[src/rtl/mem_responder_pkg.sv]
// mem_responder_pkg: shared state encoding, address checks and statistic limits
package mem_responder_pkg;
    typedef enum logic [1:0] {IDLE, WAIT, RESP} state_t;
    localparam logic [1:0] ADR_ALIGN_MASK = 2'b11;
    localparam logic [15:0] STAT_MAX = 16'hFFFF;
    function automatic logic adr_err(input logic [31:0] adr, input int depth);
        return (|(adr[1:0] & ADR_ALIGN_MASK)) || ({2'b00, adr[31:2]} >= 32'(depth));
    endfunction
endpackage

[src/rtl/mem_responder_if.sv]
// mem_responder_if: request/response bus between the datapath and the memory responder
interface mem_responder_if;
    logic        Req;
    logic        MemWrite;
    logic [31:0] Adr;
    logic [31:0] WriteData;
    logic [31:0] ReadData;
    logic        Ready;
    logic        Err;
    logic [15:0] RdCount;
    logic [15:0] WrCount;
    modport master(output Req, MemWrite, Adr, WriteData, input ReadData, Ready, Err, RdCount, WrCount);
    modport slave(input Req, MemWrite, Adr, WriteData, output ReadData, Ready, Err, RdCount, WrCount);
endinterface

[src/rtl/mem_responder_mem_array.sv]
// mem_array: DEPTH x 32 single-port synchronous RAM, read-old-data, no reset
module mem_array #(
    parameter int DEPTH = 64,
    parameter int AW = $clog2(DEPTH)
) (
    input  logic          clk,
    input  logic          we,
    input  logic [AW-1:0] addr,
    input  logic [31:0]   wd,
    output logic [31:0]   rd
);
    logic [31:0] mem [DEPTH];
    always_ff @(posedge clk) begin
        if (we) mem[addr] <= wd;
        rd <= mem[addr];
    end
endmodule

[src/rtl/mem_responder.sv]
// mem_responder: word memory with Req/Ready handshake and programmable wait states.
// Define MEM_RESPONDER_STATS_EN to build the saturating read/write completion counters.
module mem_responder
    import mem_responder_pkg::*;
#(
    parameter int DEPTH = 64,
    parameter int WAIT_CYCLES = 2
) (
    input logic clk,
    input logic reset,
    mem_responder_if.slave bus
);
    localparam int AW = $clog2(DEPTH);
    localparam logic [3:0] WAIT_LAST = 4'(WAIT_CYCLES - 1);
    state_t state, state_nxt;
    logic [3:0]  wait_cnt;
    logic        wr_q;
    logic [31:0] adr_q, wd_q, hold_q, rd;
    logic        accept, enter_resp, acc_wr, acc_err, we;
    logic [31:0] acc_adr, acc_wd;
    // In IDLE the live bus feeds the RAM so a zero-wait access can commit on its accepting edge
    always_comb begin
        accept     = state == IDLE && bus.Req;
        state_nxt  = state == RESP ? IDLE
                   : state == WAIT ? (wait_cnt == WAIT_LAST ? RESP : WAIT)
                   : !accept ? IDLE : WAIT_CYCLES == 0 ? RESP : WAIT;
        enter_resp = state != RESP && state_nxt == RESP;
        acc_wr     = state == IDLE ? bus.MemWrite : wr_q;
        acc_adr    = state == IDLE ? bus.Adr : adr_q;
        acc_wd     = state == IDLE ? bus.WriteData : wd_q;
        acc_err    = adr_err(acc_adr, DEPTH);
        we         = enter_resp && acc_wr && !acc_err;
        bus.Ready  = state == RESP;
        bus.Err    = bus.Ready && adr_err(adr_q, DEPTH);
        bus.ReadData = bus.Ready && !wr_q ? (bus.Err ? 32'h0 : rd) : hold_q;
    end
    always_ff @(posedge clk or negedge reset) begin
        if (!reset) begin
            state    <= IDLE;
            wait_cnt <= '0;
            wr_q     <= 1'b0;
            adr_q    <= '0;
            wd_q     <= '0;
            hold_q   <= '0;
        end else begin
            state    <= state_nxt;
            wait_cnt <= state == WAIT ? wait_cnt + 4'd1 : 4'd0;
            if (accept) {wr_q, adr_q, wd_q} <= {bus.MemWrite, bus.Adr, bus.WriteData};
            if (bus.Ready) hold_q <= bus.ReadData;
        end
    end
    mem_array #(.DEPTH(DEPTH)) u_array (
        .clk (clk),
        .we  (we),
        .addr(acc_adr[AW+1:2]),
        .wd  (acc_wd),
        .rd  (rd)
    );
`ifdef MEM_RESPONDER_STATS_EN
    logic [15:0] rd_cnt, wr_cnt;
    always_ff @(posedge clk or negedge reset) begin
        if (!reset) begin
            rd_cnt <= '0;
            wr_cnt <= '0;
        end else if (bus.Ready && !bus.Err) begin
            if (wr_q && wr_cnt != STAT_MAX) wr_cnt <= wr_cnt + 16'd1;
            if (!wr_q && rd_cnt != STAT_MAX) rd_cnt <= rd_cnt + 16'd1;
        end
    end
    assign bus.RdCount = rd_cnt;
    assign bus.WrCount = wr_cnt;
`else
    assign bus.RdCount = 16'h0000;
    assign bus.WrCount = 16'h0000;
`endif
endmodule
[src/flat_wrapper.sv]
// flat-port wrapper written by rule: the top's interface ports become plain ports
module mem_responder_flat import mem_responder_pkg::*;
#(
    parameter int DEPTH = 64,
    parameter int WAIT_CYCLES = 2
)
  (clk, reset, bus_Req, bus_MemWrite, bus_Adr, bus_WriteData, bus_ReadData, bus_Ready, bus_Err, bus_RdCount, bus_WrCount);
  mem_responder_if bus_i ();
  input logic clk;
  input logic reset;
  input wire logic [$bits(bus_i.Req)-1:0] bus_Req;
  input wire logic [$bits(bus_i.MemWrite)-1:0] bus_MemWrite;
  input wire logic [$bits(bus_i.Adr)-1:0] bus_Adr;
  input wire logic [$bits(bus_i.WriteData)-1:0] bus_WriteData;
  output wire logic [$bits(bus_i.ReadData)-1:0] bus_ReadData;
  output wire logic [$bits(bus_i.Ready)-1:0] bus_Ready;
  output wire logic [$bits(bus_i.Err)-1:0] bus_Err;
  output wire logic [$bits(bus_i.RdCount)-1:0] bus_RdCount;
  output wire logic [$bits(bus_i.WrCount)-1:0] bus_WrCount;
  assign bus_i.Req = bus_Req;
  assign bus_i.MemWrite = bus_MemWrite;
  assign bus_i.Adr = bus_Adr;
  assign bus_i.WriteData = bus_WriteData;
  assign bus_ReadData = bus_i.ReadData;
  assign bus_Ready = bus_i.Ready;
  assign bus_Err = bus_i.Err;
  assign bus_RdCount = bus_i.RdCount;
  assign bus_WrCount = bus_i.WrCount;
  mem_responder #(.DEPTH(DEPTH), .WAIT_CYCLES(WAIT_CYCLES)) u_core (.clk(clk), .reset(reset), .bus(bus_i));
endmodule
[config.mk]
export PLATFORM = sky130hd
export DESIGN_NAME = mem_responder_flat
export DESIGN_NICKNAME = d
export VERILOG_FILES = /design/src/rtl/mem_responder_pkg.sv /design/src/rtl/mem_responder_if.sv /design/src/rtl/mem_responder_mem_array.sv /design/src/rtl/mem_responder.sv /design/src/flat_wrapper.sv
export SDC_FILE = /design/constraint.sdc
export NUM_CORES = 2
export LEC_CHECK = 0
export ABC_AREA = 1
export CORE_UTILIZATION = 48
export CTS_CLUSTER_SIZE = 8
export DETAILED_ROUTE_END_ITERATION = 8
export GPL_TIMING_DRIVEN = 0
export SYNTH_ARGS = -nofsm -noshare
export SYNTH_HDL_FRONTEND = slang
export SYNTH_SLANG_ARGS = --single-unit
[constraint.sdc]
create_clock -name clk -period 7.65 [get_ports clk]
set_clock_uncertainty 0.15 [all_clocks]
set_input_delay 2.295 -clock clk [delete_from_list [all_inputs] [get_ports clk]]
set_output_delay 2.295 -clock clk [all_outputs]
set_load 0.05 [all_outputs]
==> flow_metrics.env <==
export IMPL_die_height_um=442.4
export IMPL_synth_top_area_share_pct=66.05
export IMPL_ir_drop_v=0.0002243
export IMPL_grt_ovfl_total=0
export IMPL_row_count=161
export IMPL_synth_flop_cell="edfxtp_1"
export IMPL_criticalPathCategory="reg2out"
export IMPL_cts_sinks=2183
export IMPL_ctsResizeCount=0
export IMPL_start_kind="flip-flop"
export IMPL_synth_seq_area_share_pct=69.51
export IMPL_finalWeightedCongestion=0.9611
export IMPL_post_route_min_period_ps=7350
export IMPL_status="finished clean"
export IMPL_worstPathMaxFanout=10
export IMPL_synth_edf_count=2048
export IMPL_die_w_um=442.4
export IMPL_syn_instance_count=9172
export IMPL_cap_violations=0
export IMPL_via_count=69530
export IMPL_rsz0062_at_grt="no"
export IMPL_grt_pass1_vias=65050
export IMPL_grt_max_degree=57
export IMPL_yosysMostFrequentCell="nand2_1"
export IMPL_cts_htree_levels=5
export IMPL_holdCritPathClass="reg2reg"
export IMPL_setup_viol=0
export IMPL_routed_via_density=5.623
export IMPL_ys_warn_count=0
export IMPL_hold_viol_final=0
export IMPL_synthTopCellsByArea="edfxtp_1 66%, nand2_1 21%, nand3_1 3.8%"
export IMPL_postSynthAreaPerCell_sq_um=10.15
export IMPL_antenna_found_initial=26
export IMPL_synth_top_area_cell="edfxtp_1"
export IMPL_core_area_sq_um=192600
export IMPL_cts_reportedPaths_clkPinSlew_ps=50
export IMPL_worst_slew_pin_slew_ps=1429
export IMPL_power_total_mw=52.31
export IMPL_hold_path_depth=2
export IMPL_arrival_ps=4910
export IMPL_dieArea_sq_um=195700
export IMPL_drc=0
export IMPL_min_from="u_core.hold_q[21]$_DFFE_PN0P_"
export IMPL_finalMaxSlewViolations=0
export IMPL_timing_rr_start="u_core.state[1]$_DFF_PN0_"
export IMPL_fillCellCount=16290
export IMPL_wl_mm=327.8
export IMPL_slew_headroom_pct=4.701
export IMPL_synth_area_sq_um=93100
export IMPL_syn_to_final_growth_pct=17.71
export IMPL_io_pins=134
export IMPL_port_buffers=101
export IMPL_wl_per_cell_um=26.51
export IMPL_rr_worst_depth=11
export IMPL_start_util_pct=48.35
export IMPL_nNetsFinal=9833
export IMPL_drive_above_1_share_pct=9.750
export IMPL_end_kind="output pin"
export IMPL_synth_seq_cells=2183
export IMPL_track_usage_pct=33.11
export IMPL_crit_path_start="u_core.state[1]$_DFF_PN0_"
export IMPL_numCtsBuffers=323
export IMPL_grt_pass1_wl_mm=461.5
export IMPL_detail_route_antenna_nets=0
export IMPL_dp_hpwl_mm=231.3
export IMPL_first_pass_iters=6
export IMPL_synth_top_cells_by_count="5231 x nand2_1, 2048 x edfxtp_1, 711 x nand3_1"
export IMPL_tritoncts="done"
export IMPL_cts_hold_buf=0
export IMPL_clock_latency_ps=940
export IMPL_worstPathRequired_ps=5200
export IMPL_p_per_area_nw_per_um2=477.3
export IMPL_clockRootBuffer="clkbuf_16"
export IMPL_fmax_mhz=136.0
export IMPL_clk_path_buf_depth=4
export IMPL_drt_iter0_drc=9563
export IMPL_post_cts_setup_buffer_count=0
export IMPL_p_leak_nw=45.66
export IMPL_finalCritPeriodShare_pct=96.08
export IMPL_tns_ps=0
export IMPL_synth_cell_types=38
export IMPL_synthArstFlopShare_pct=4.718
[worst max-delay path, stage by stage (launching register included)]
cell and delay [ps]:
dfrtp_1 380, inv_1 80, nor2_1 240, nand2_1 730, inv_1 830, clkbuf_1 390
nand2_1 120, o21ai_1 200, buf_6 210, clkdlybuf4s50_1 820
[per-layer routing]
metal	vias up	GRT usage (%)	share of wire, %
met5	-	0	0.010
met4	6	18.38	6.3
met3	743	6.484	11
met2	3946	49.43	44
met1	33560	45.60	39
li1	31270	-	-
[area by class of cell]
class | count | area (sq um) | share of cell area (%)
Sequential cell | 2183 | 64720 | 59.05
Timing Repair Buffer | 235 | 3836 | 3.500
Tap cell | 2526 | 3161 | 2.884
Multi-Input combinational cell | 6349 | 26200 | 23.90
Inverter | 112 | 422.9 | 0.3859
Antenna cell | 4 | 10.01 | 0.009133
Clock buffer | 391 | 8466 | 7.724
Clock inverter | 7 | 52.55 | 0.04795
Buffer | 559 | 2733 | 2.493
[placed cells by master (no fill, tap or decap), types with 5 or more instances in the layout]
master / count
buf_1: 37
buf_12: 113
buf_16: 20
buf_2: 259
buf_4: 74
buf_6: 6
clkbuf_1: 245
clkbuf_16: 329
clkdlybuf4s50_1: 100
conb_1: 32
dfrtp_1: 103
dfxtp_1: 32
edfxtp_1: 2048
inv_1: 101
inv_2: 10
inv_6: 5
mux2_2: 9
nand2_1: 5231
nand2_2: 5
nand3_1: 711
nand3_4: 8
nor2_1: 89
nor2_2: 5
nor2_4: 64
nor3_4: 6
o21ai_0: 120
o21ai_1: 7
o21ai_4: 36
[final timing paths]
check / end / slack (ps)
max: bus_ReadData[9] / 300
min: u_core.hold_q[21]$_DFFE_PN0P_ / 320
max reg2reg: u_core.u_array.mem[55][0]$_DFFE_PP_ / 3010
min reg2reg: u_core.hold_q[21]$_DFFE_PN0P_ / 320
max in group asynchronous: u_core.hold_q[8]$_DFFE_PN0P_ / 5380
min in group asynchronous: u_core.adr_q[29]$_DFFE_PN0P_ / 1150
[registers in the layout, summed over array words and instances (netlist names)]
register            count
u_core.u_array.rd      32
u_core.wait_cnt         4
u_core.u_array.mem   2048
u_core.adr_q           32
u_core.wd_q            32
u_core.hold_q          32
u_core.state            2
u_core.wr_q             1
[through the flow]
step | cells | hold slack, ps | util (%) | cell area (sq um) | worst slack [ps]
after floorplan | 9203 | 292.8 | - | 93220 | 1935
after global placement | 11830 | 305.5 | 50.57 | 97390 | -5576
after detailed placement | 11960 | 313.1 | 52.48 | 101100 | 1233
after CTS | 12360 | 325.3 | 56.90 | 109600 | 353.7
after global routing | 12360 | 337.6 | 56.91 | 109600 | 281.0
final | 12370 | 320.6 | 56.91 | 109600 | 299.5
[where the power goes]
| part | internal [mW] | switching (mW) | leakage [nW] |
|---|---|---|---|
| combinational | 5.72 | 18.3 | 21.4 |
| sequential | 15.7 | 0.150 | 20.1 |
| clock | 7.61 | 4.90 | 4.16 |
[cell families (layout without fill, tap and decap cells)]
kind of cell | count (synthesis) | in the layout | synth area share, %
compound gates | 166 | 166 | 0.9367
other cells | 1 | 36 | 0.004028
buf+inv | 671 | 1304 | 3.387
simple gates | 6138 | 6138 | 26.01
mux | 9 | 9 | 0.1089
xor+xnor | 2 | 2 | 0.01882
fa+ha+maj | 2 | 2 | 0.02687
flops | 2183 | 2183 | 69.51
(Power assumes the default switching activity.)
